`src/rtl/fetch_sequencer_pkg.sv`:
```
// Shared definitions for the instruction-fetch stage: data width,
// PC-select encodings and FSM state encodings.
// Optional feature macro: FETCH_MISALIGN_TRAP_EN (adds the TRAP_S state).
package fetch_sequencer_pkg;

    localparam int FETCH_WORD_SIZE = 32;

    // Next-PC source selected by the decoder.
    localparam logic [1:0] PCSEL_PCPLUSFOUR = 2'd0;
    localparam logic [1:0] PCSEL_PCOFFSET   = 2'd1;
    localparam logic [1:0] PCSEL_REGOFFSET  = 2'd2;

    typedef enum logic [2:0] {
        FETCH_S    = 3'd0,
        WAIT_MEM_S = 3'd1,
        ISSUE_S    = 3'd2,
        RESOLVE_S  = 3'd3
`ifdef FETCH_MISALIGN_TRAP_EN
        ,
        TRAP_S     = 3'd4
`endif
    } fetch_state_t;

endpackage

```
`src/rtl/fetch_sequencer_next_pc_calc.sv`:
```
// Combinational next-PC computation. Kept free of any fetch-FSM state so a
// pipelined core can reuse it directly. All arithmetic wraps modulo 2^WORD_SIZE.
module next_pc_calc
    import fetch_sequencer_pkg::*;
#(
    parameter int WORD_SIZE = FETCH_WORD_SIZE
) (
    input  logic [WORD_SIZE-1:0] pc,
    input  logic [1:0]           pc_sel,
    input  logic                 branch_taken,
    input  logic [WORD_SIZE-1:0] imm,
    input  logic [WORD_SIZE-1:0] reg_base,
    output logic [WORD_SIZE-1:0] next_pc,
    output logic                 misaligned
);

    logic [WORD_SIZE-1:0] pc_plus_four;
    logic [WORD_SIZE-1:0] imm_words;

    assign pc_plus_four = pc + WORD_SIZE'(4);
    assign imm_words    = imm << 2;

    // Select the next PC; any unknown select falls back to sequential fetch.
    always_comb begin
        next_pc = pc_plus_four;
        case (pc_sel)
            PCSEL_PCPLUSFOUR: next_pc = pc_plus_four;
            PCSEL_PCOFFSET:   next_pc = branch_taken ? (pc_plus_four + imm_words) : pc_plus_four;
            PCSEL_REGOFFSET:  next_pc = reg_base + imm_words;
            default:          next_pc = pc_plus_four;
        endcase
    end

    assign misaligned = |next_pc[1:0];

endmodule

```
`src/rtl/fetch_sequencer.sv`:
```
// Instruction-fetch sequencer: one instruction in flight, req/ack to
// instruction memory, valid/ready to the decoder, PC update on resolve.
// Optional feature macro: FETCH_MISALIGN_TRAP_EN
//   defined   - a misaligned next PC freezes the PC, raises misalign and
//               parks the FSM in TRAP_S until reset.
//   undefined - next PC is forced word aligned; misalign is tied low.
//
// state      | meaning
// -----------+----------------------------------------------------------
// FETCH_S    | raise imem_req for the current pc
// WAIT_MEM_S | request outstanding, waiting for imem_ack
// ISSUE_S    | instr_out valid, waiting for instr_ready
// RESOLVE_S  | instruction accepted, waiting for resolve_valid
// TRAP_S     | misaligned target seen; idle until reset (trap build only)
module fetch_sequencer
    import fetch_sequencer_pkg::*;
#(
    parameter int                   WORD_SIZE = FETCH_WORD_SIZE,
    parameter logic [WORD_SIZE-1:0] RESET_PC  = '0
) (
    input  logic                 clk,
    input  logic                 reset,
    output logic                 imem_req,
    output logic [WORD_SIZE-1:0] imem_addr,
    input  logic                 imem_ack,
    input  logic [WORD_SIZE-1:0] imem_rdata,
    output logic [WORD_SIZE-1:0] instr_out,
    output logic                 instr_valid,
    input  logic                 instr_ready,
    output logic [WORD_SIZE-1:0] pc_out,
    input  logic                 resolve_valid,
    input  logic [1:0]           pc_sel,
    input  logic                 branch_taken,
    input  logic [WORD_SIZE-1:0] imm,
    input  logic [WORD_SIZE-1:0] reg_base,
    output logic                 misalign
);

    fetch_state_t         state;
    logic [WORD_SIZE-1:0] pc;
    logic [WORD_SIZE-1:0] next_pc;
    logic                 next_misaligned;
    logic                 resolve_fire;

    next_pc_calc #(
        .WORD_SIZE (WORD_SIZE)
    ) u_next_pc_calc (
        .pc           (pc),
        .pc_sel       (pc_sel),
        .branch_taken (branch_taken),
        .imm          (imm),
        .reg_base     (reg_base),
        .next_pc      (next_pc),
        .misaligned   (next_misaligned)
    );

    assign imem_addr = pc;

    // A resolve is taken either in RESOLVE_S or together with the decoder
    // handshake, so single-cycle execute skips RESOLVE_S entirely.
    assign resolve_fire = resolve_valid &&
                          ((state == RESOLVE_S) || ((state == ISSUE_S) && instr_ready));

`ifndef FETCH_MISALIGN_TRAP_EN
    logic [WORD_SIZE-1:0] next_pc_aligned;

    assign next_pc_aligned = next_misaligned ? {next_pc[WORD_SIZE-1:2], 2'b00} : next_pc;
    assign misalign        = 1'b0;
`endif

    // Fetch FSM with registered handshake outputs; reset overrides everything.
    always_ff @(posedge clk) begin
        if (reset) begin
            state       <= FETCH_S;
            pc          <= RESET_PC;
            imem_req    <= 1'b0;
            instr_out   <= '0;
            instr_valid <= 1'b0;
            pc_out      <= RESET_PC;
`ifdef FETCH_MISALIGN_TRAP_EN
            misalign    <= 1'b0;
`endif
        end else begin
            case (state)
                FETCH_S: begin
                    imem_req <= 1'b1;
                    state    <= WAIT_MEM_S;
                end
                WAIT_MEM_S: begin
                    if (imem_ack) begin
                        instr_out   <= imem_rdata;
                        pc_out      <= pc;
                        instr_valid <= 1'b1;
                        imem_req    <= 1'b0;
                        state       <= ISSUE_S;
                    end
                end
                ISSUE_S: begin
                    if (instr_ready) begin
                        instr_valid <= 1'b0;
                        state       <= RESOLVE_S;
                    end
                end
                RESOLVE_S: begin
                    state <= RESOLVE_S;
                end
`ifdef FETCH_MISALIGN_TRAP_EN
                TRAP_S: begin
                    imem_req    <= 1'b0;
                    instr_valid <= 1'b0;
                end
`endif
                default: begin
                    state <= FETCH_S;
                end
            endcase

            if (resolve_fire) begin
`ifdef FETCH_MISALIGN_TRAP_EN
                if (next_misaligned) begin
                    misalign <= 1'b1;
                    state    <= TRAP_S;
                end else begin
                    pc    <= next_pc;
                    state <= FETCH_S;
                end
`else
                pc    <= next_pc_aligned;
                state <= FETCH_S;
`endif
            end
        end
    end

endmodule

```
`config.mk`:
```
export PLATFORM = sky130hd
export DESIGN_NAME = fetch_sequencer
export DESIGN_NICKNAME = d
export VERILOG_FILES = /design/src/rtl/fetch_sequencer_pkg.sv /design/src/rtl/fetch_sequencer_next_pc_calc.sv /design/src/rtl/fetch_sequencer.sv
export SDC_FILE = /design/constraint.sdc
export NUM_CORES = 1
export LEC_CHECK = 0
export CORE_ASPECT_RATIO = 0.9
export CORE_MARGIN = 2
export CORE_UTILIZATION = 30
export CTS_CLUSTER_DIAMETER = 150
export DETAILED_ROUTE_END_ITERATION = 7
export HOLD_SLACK_MARGIN = 0.06
export PLACE_DENSITY_LB_ADDON = 0.25
export SLEW_MARGIN = 40
export SYNTH_ARGS = -nofsm -noshare
export SYNTH_HDL_FRONTEND = slang
export SYNTH_SLANG_ARGS = --single-unit
```
`constraint.sdc`:
```
create_clock -name clk -period 4.9 [get_ports clk]
set_input_delay 0.735 -clock clk [delete_from_list [all_inputs] [get_ports clk]]
set_output_delay 0.735 -clock clk [all_outputs]
set_load 0.02 [all_outputs]
```
After elaboration in Yosys (flattened, before gate mapping)
Index checks and enable logic that the tools add are counted.

Muxes and demuxes: 11. Reduce and logical (&&, ||, !) cells: 12. Add/subtract/negate cells: 3. Eq/ne operators: 7.

Operators by type and width (number): $add 32x32->32 (2); $pmux 32 s2 (1); $add 32x3->32 const B (1); $mux 32 (1); $pmux 3 s4 (1); $eq 3x2->1 const B (2); $mux 3 (2); $reduce_and 2->1 (3); $ne 2x2->1 const B (2); $pmux 1 s2 (2); $reduce_bool 2->1 (2); $reduce_or 2->1 (2); $eq 3x1->1 const B (1); $logic_not 3->1 (1); $mux 1 (3); $reduce_and 3->1 (1); $eq 2x1->1 const B (1); $eq 2x2->1 const B (1); $logic_and 1x1->1 (2); $mux 2 (1); $logic_or 1x1->1 (1).

Register bits after elaboration: 101. Output and inout port bits: 99. Input bits: 104. Logic and storage cells: 39.

Logic depth before layout (Yosys ltp)
Gate-level depths: netlist of the first run.

Word-level depth: 6. Mapped depth: 17. Gate-level depth less buffers: 16.

By module
A second synthesis of the first run with hierarchy kept.

Cells, all modules: 1046. Area, all modules: 7803.7 um2.

Modules (own cells, without submodules): next_pc_calc (cells each 607, instances 1, area each 4284.1 um2, sequential area each 0.0 um2); fetch_sequencer (cells each 439, instances 1, area each 3519.6 um2, sequential area each 2001.9 um2).

Worst setup path before layout of the first run
OpenSTA, ideal clock, no wires.

Kind: reg2reg. From: register pc[2] (netlist: imem_addr[2]). To: register pc[29] (netlist: imem_addr[29]). Setup time: 0.134 ns. Clock period less this slack: 3.780 ns. Stages on the path, launching flop included: 16. Arrival time: 3.646 ns. Path buffers: 0. Setup slack: 1.120 ns. Required time: 4.766 ns. Path through: dfxtp_1 -> ha_1 -> and4_1 -> nand3_1 -> nor2_1 -> nand3_1 -> xnor2_1 -> ha_1 -> a21o_1 -> o21bai_1 -> a311o_1 -> a31o_4 -> a211o_1 -> a31o_1 -> a211oi_1 -> o22ai_1.

Longest elaborated chain between the ends: 4.

RTL lines: from (decl) (line fetch_sequencer.sv:40) `logic [WORD_SIZE-1:0] pc;`; from (signal assigned) (line fetch_sequencer.sv:128) `pc <= next_pc_aligned;`; $add 32x3->32 * (line fetch_sequencer_next_pc_calc.sv:20) `assign pc_plus_four = pc + WORD_SIZE'(4);`; $add 32x32->32 (line fetch_sequencer_next_pc_calc.sv:28) `PCSEL_PCOFFSET: next_pc = branch_taken ? (pc_plus_four + imm_words) : pc_plus_four;`; $mux 32 (line fetch_sequencer_next_pc_calc.sv:28); $pmux 32 s2 * (line fetch_sequencer_next_pc_calc.sv:26) `case (pc_sel)`.

Mark *: on every way between the ends. The rest lies on a longest branch, timed or not. A chain may end at the register's enable or synchronous reset.

Worst setup path in the final report of the first run
Same ends and word-level chain as after synthesis.

==> flow_metrics.py, run 1 <==
metrics = {
    "power": {
        "p_leak_nw": 3.93,
        "power.density_nw_per_um2": 217,
        "peakVddDrop_mv": 0.159,
    },
    "clock_tree": {
        "insertion_delay_ns": 0.35,
        "clock_path_buffers": 2,
        "cts_sinks": 100,
        "cts_tree": "done",
        "cts_hold_buf": 0,
        "cts-root-buf": "clkbuf_16",
        "cts_max_level": 3,
        "cts_resized": 0,
        "cts_made_buffers": 9,
        "cts_setup_buffers": 0,
        "clk_pin_slew_ns": 0.08,
    },
    "synth": {
        "synth_flop_cell": "dfxtp_1",
        "synthAdderAreaFrac_pct": 10.6,
        "synth_nets": 1224,
        "synth_top_family_by_area": "compound AO/OA/AOI/OAI gates",
        "synth_area_um2": 7900,
        "synth-seq-area-share_pct": 25.3,
        "post_synth_and_or_nand_nor_area_fraction_pct": 22.7,
        "syn_avg_cell_area_um2": 7.50,
        "ys_types": 82,
        "synth-compound-area-share_pct": 27.9,
        "synthMuxAreaShare_pct": 0.665,
        "synth_area_leaders": "dfxtp_1 25%, ha_1 10%, nand2_1 9.5%",
        "synth_top_area_share_pct": 25.3,
        "ys_async_sr_fraction_pct": 0,
        "syn_inst": 1054,
        "yosys.area.top_type": "dfxtp_1",
        "synth_edf_count": 0,
        "synth-xor-area-share_pct": 8.09,
        "ys_warn_count": 0,
        "synth_seq_cells": 100,
    },
    "setup_path": {
        "r2r_cells": 14,
        "crit_slowest_cell": "dfxtp_1",
        "slowest_delay_ns": 0.46,
        "required_ns": 5.11,
        "crit_chain": "ha_1, and4_1, and3_1, nand2_1, nor2_1, xor2_1, ha_1, and3_1, a311o_1, a31o_4, a211o_1, a31o_1, a211oi_1, o22ai_1",
        "critPathArrivalTime_ns": 4.60,
        "reg2reg_from": "imem_addr[2]$_SDFFE_PP0P_",
        "endpoint_kind": "flop",
        "critPathMaxFanout": 8,
        "startpoint": "imem_addr[2]$_SDFFE_PP0P_",
        "crit_type": "reg -> reg",
        "cp-start-kind": "flop",
    },
    "placed_design": {
        "place_inst": 1545,
        "globalplace.congestion": 0.895,
        "dp_hpwl_mm": 20.7,
        "io_buffers": 197,
    },
    "sta": {
        "setup_viol": 0,
        "maxSlewViolCount": 0,
        "hold_violations": 0,
        "post-route-period-util_pct": 89.5,
        "worstMarginPinSlew_ns": 0.816,
        "grt_setup_unrepaired": "no",
        "tns_ns": 0,
        "slew_headroom_pct": 45.4,
        "min_period_ns": 4.39,
        "fmax_ghz": 0.228,
        "skew_ns": 0.0103,
    },
    "die": {
        "fp.dieArea_um2": 27700,
        "num_rows": 56,
        "io_pins": 203,
        "core_area_um2": 26000,
        "initial_utilization_pct": 30.4,
        "die_h_um": 158,
        "die_x_um": 175,
    },
    "drt": {
        "wire_per_inst_um": 17.1,
        "ant_nets": 0,
        "drt-initial-drc-count": 567,
        "drt_first_pass_iters": 4,
        "drcViolationCount": 0,
        "routed_via_density": 5.29,
        "vias": 8263,
        "finalWirelength_mm": 26.7,
    },
    "min_path": {
        "hold_path_class": "reg -> reg",
        "holdPathStages": 2,
        "hp-start": "instr_out[26]$_SDFFE_PP0P_",
    },
    "final_layout": {
        "final_common_cell": "nand2_1",
        "multi_input_area_um2": 5550,
        "drive_gt1_share_pct": 4.29,
        "layout.cells.non_filler": 1561,
        "fill_cells": 2698,
        "final_cell_mix": "199 x nand2_1, 196 x clkdlybuf4s50_1, 133 x a21oi_1",
        "utilization_pct": 40.0,
        "nets": 1378,
        "seq_area_um2": 2000,
        "areaGrowthSynthToFinish_pct": 31.7,
        "antennaDiodeCount": 0,
    },
    "grt": {
        "grt_first_pass_wirelength_mm": 41.1,
        "grtUsageTotal_pct": 18.6,
        "grt_pass1_vias": 7576,
        "grt_max_degree": 58,
        "overflow": 0,
        "grt_antenna_before_repair": 0,
    },
    "job": {
        "maxCapViolCount": 0,
    },
    "status": {
        "outcome": "finished clean",
    },
}
[registers in the layout, indices dropped and copies added, names as in the netlist]
| register | count |
|---|---|
| instr_out | 32 |
| state | 2 |
| imem_req | 1 |
| imem_addr | 32 |
| pc_out | 32 |
| instr_valid | 1 |
[cells in the mapped netlist (7+ instances only)]
| cell | instances |
|---|---|
| nand2_1 | 199 |
| a21oi_1 | 133 |
| dfxtp_1 | 100 |
| nor2_1 | 68 |
| ha_1 | 64 |
| xnor2_1 | 47 |
| o21ai_0 | 38 |
| clkbuf_1 | 35 |
| nand3_1 | 32 |
| xor2_1 | 26 |
| a21o_1 | 25 |
| nand4_1 | 18 |
| nor3_1 | 17 |
| inv_1 | 14 |
| a22oi_1 | 12 |
| and2_1 | 11 |
| buf_2 | 11 |
| a221oi_1 | 10 |
| a31oi_1 | 10 |
| and3_1 | 10 |
| buf_1 | 9 |
| o21a_1 | 9 |
| o22ai_1 | 9 |
| a21boi_0 | 8 |
| a221o_1 | 8 |
| nor2b_1 | 8 |
| o211ai_1 | 8 |
| a211oi_1 | 7 |
[worst max-delay path, delay by kind of cell (launching register included)]
family	cells	cell delay, ns
fa+ha+maj	2	0.65
compound gates	6	1.60
simple gates	5	1.26
xor+xnor	1	0.26
flops	1	0.46
[metrics by stage]
stage          area, um2  total power [mW]  hold WS, ns  worst slack, ns
5_1_grt            10400              2.38        0.473            0.263
6_report           10400              2.26        0.454            0.515
3_5_place_dp       10100              1.55        0.446            0.588
2_1_floorplan       7900              1.29        0.513             1.12
3_3_place_gp       10100              1.54        0.441            0.638
4_1_cts            10400              2.28        0.455            0.571
[cell families (layout without fill, tap and decap cells)]
kind of cell	count (synthesis)	count (layout)
AO/OA/AOI/OAI	335	335
XOR/XNOR	73	73
adder cells (fa/ha/maj)	66	66
buffers and inverters	80	239
flip-flops	100	100
multiplexers	5	5
other	1	1
AND/OR/NAND/NOR	394	394
[layout make-up]
type | count | share of cell area, %
Multi-Input combinational cell | 874 | 53.3
Timing Repair Buffer | 208 | 19.9
Sequential cell | 100 | 19.2
Tap cell | 348 | 4.18
Clock buffer | 10 | 2.20
Clock inverter | 6 | 0.613
Inverter | 15 | 0.541
[power breakdown]
group	switching, mW	internal, mW
logic	0.377	0.295
clock network	0.329	0.397
registers	0.0234	0.838
[metal layers]
metal / wire length [um] / global-route usage, %
met5: 0 / 0
met4: 381 / 4.13
met3: 1320 / 3.10
met2: 12400 / 30.9
met1: 12500 / 25.3
[worst paths after layout]
kind                                     end  slack, ns
hold reg to reg   instr_out[26]$_SDFFE_PP0P_       0.45
setup / recovery  imem_addr[29]$_SDFFE_PP0P_       0.51
hold / removal    instr_out[26]$_SDFFE_PP0P_       0.45
setup reg to reg  imem_addr[29]$_SDFFE_PP0P_       0.51
No activity file was read; power rests on OpenSTA's default activity.
==> run 2, diff against run 1 <==
--- a/config.mk
+++ b/config.mk
@@ -5,13 +5,14 @@
 export SDC_FILE = /design/constraint.sdc
 export NUM_CORES = 1
 export LEC_CHECK = 0
+export CAP_MARGIN = 25
 export CORE_ASPECT_RATIO = 0.9
 export CORE_MARGIN = 2
 export CORE_UTILIZATION = 30
-export CTS_CLUSTER_DIAMETER = 150
 export DETAILED_ROUTE_END_ITERATION = 7
 export HOLD_SLACK_MARGIN = 0.06
 export PLACE_DENSITY_LB_ADDON = 0.25
+export SKIP_CTS_REPAIR_TIMING = 1
 export SLEW_MARGIN = 40
 export SYNTH_ARGS = -nofsm -noshare
 export SYNTH_HDL_FRONTEND = slang
==> results of run 2 <==
The final DEF is identical to that of run 1; final timing and power are the same.
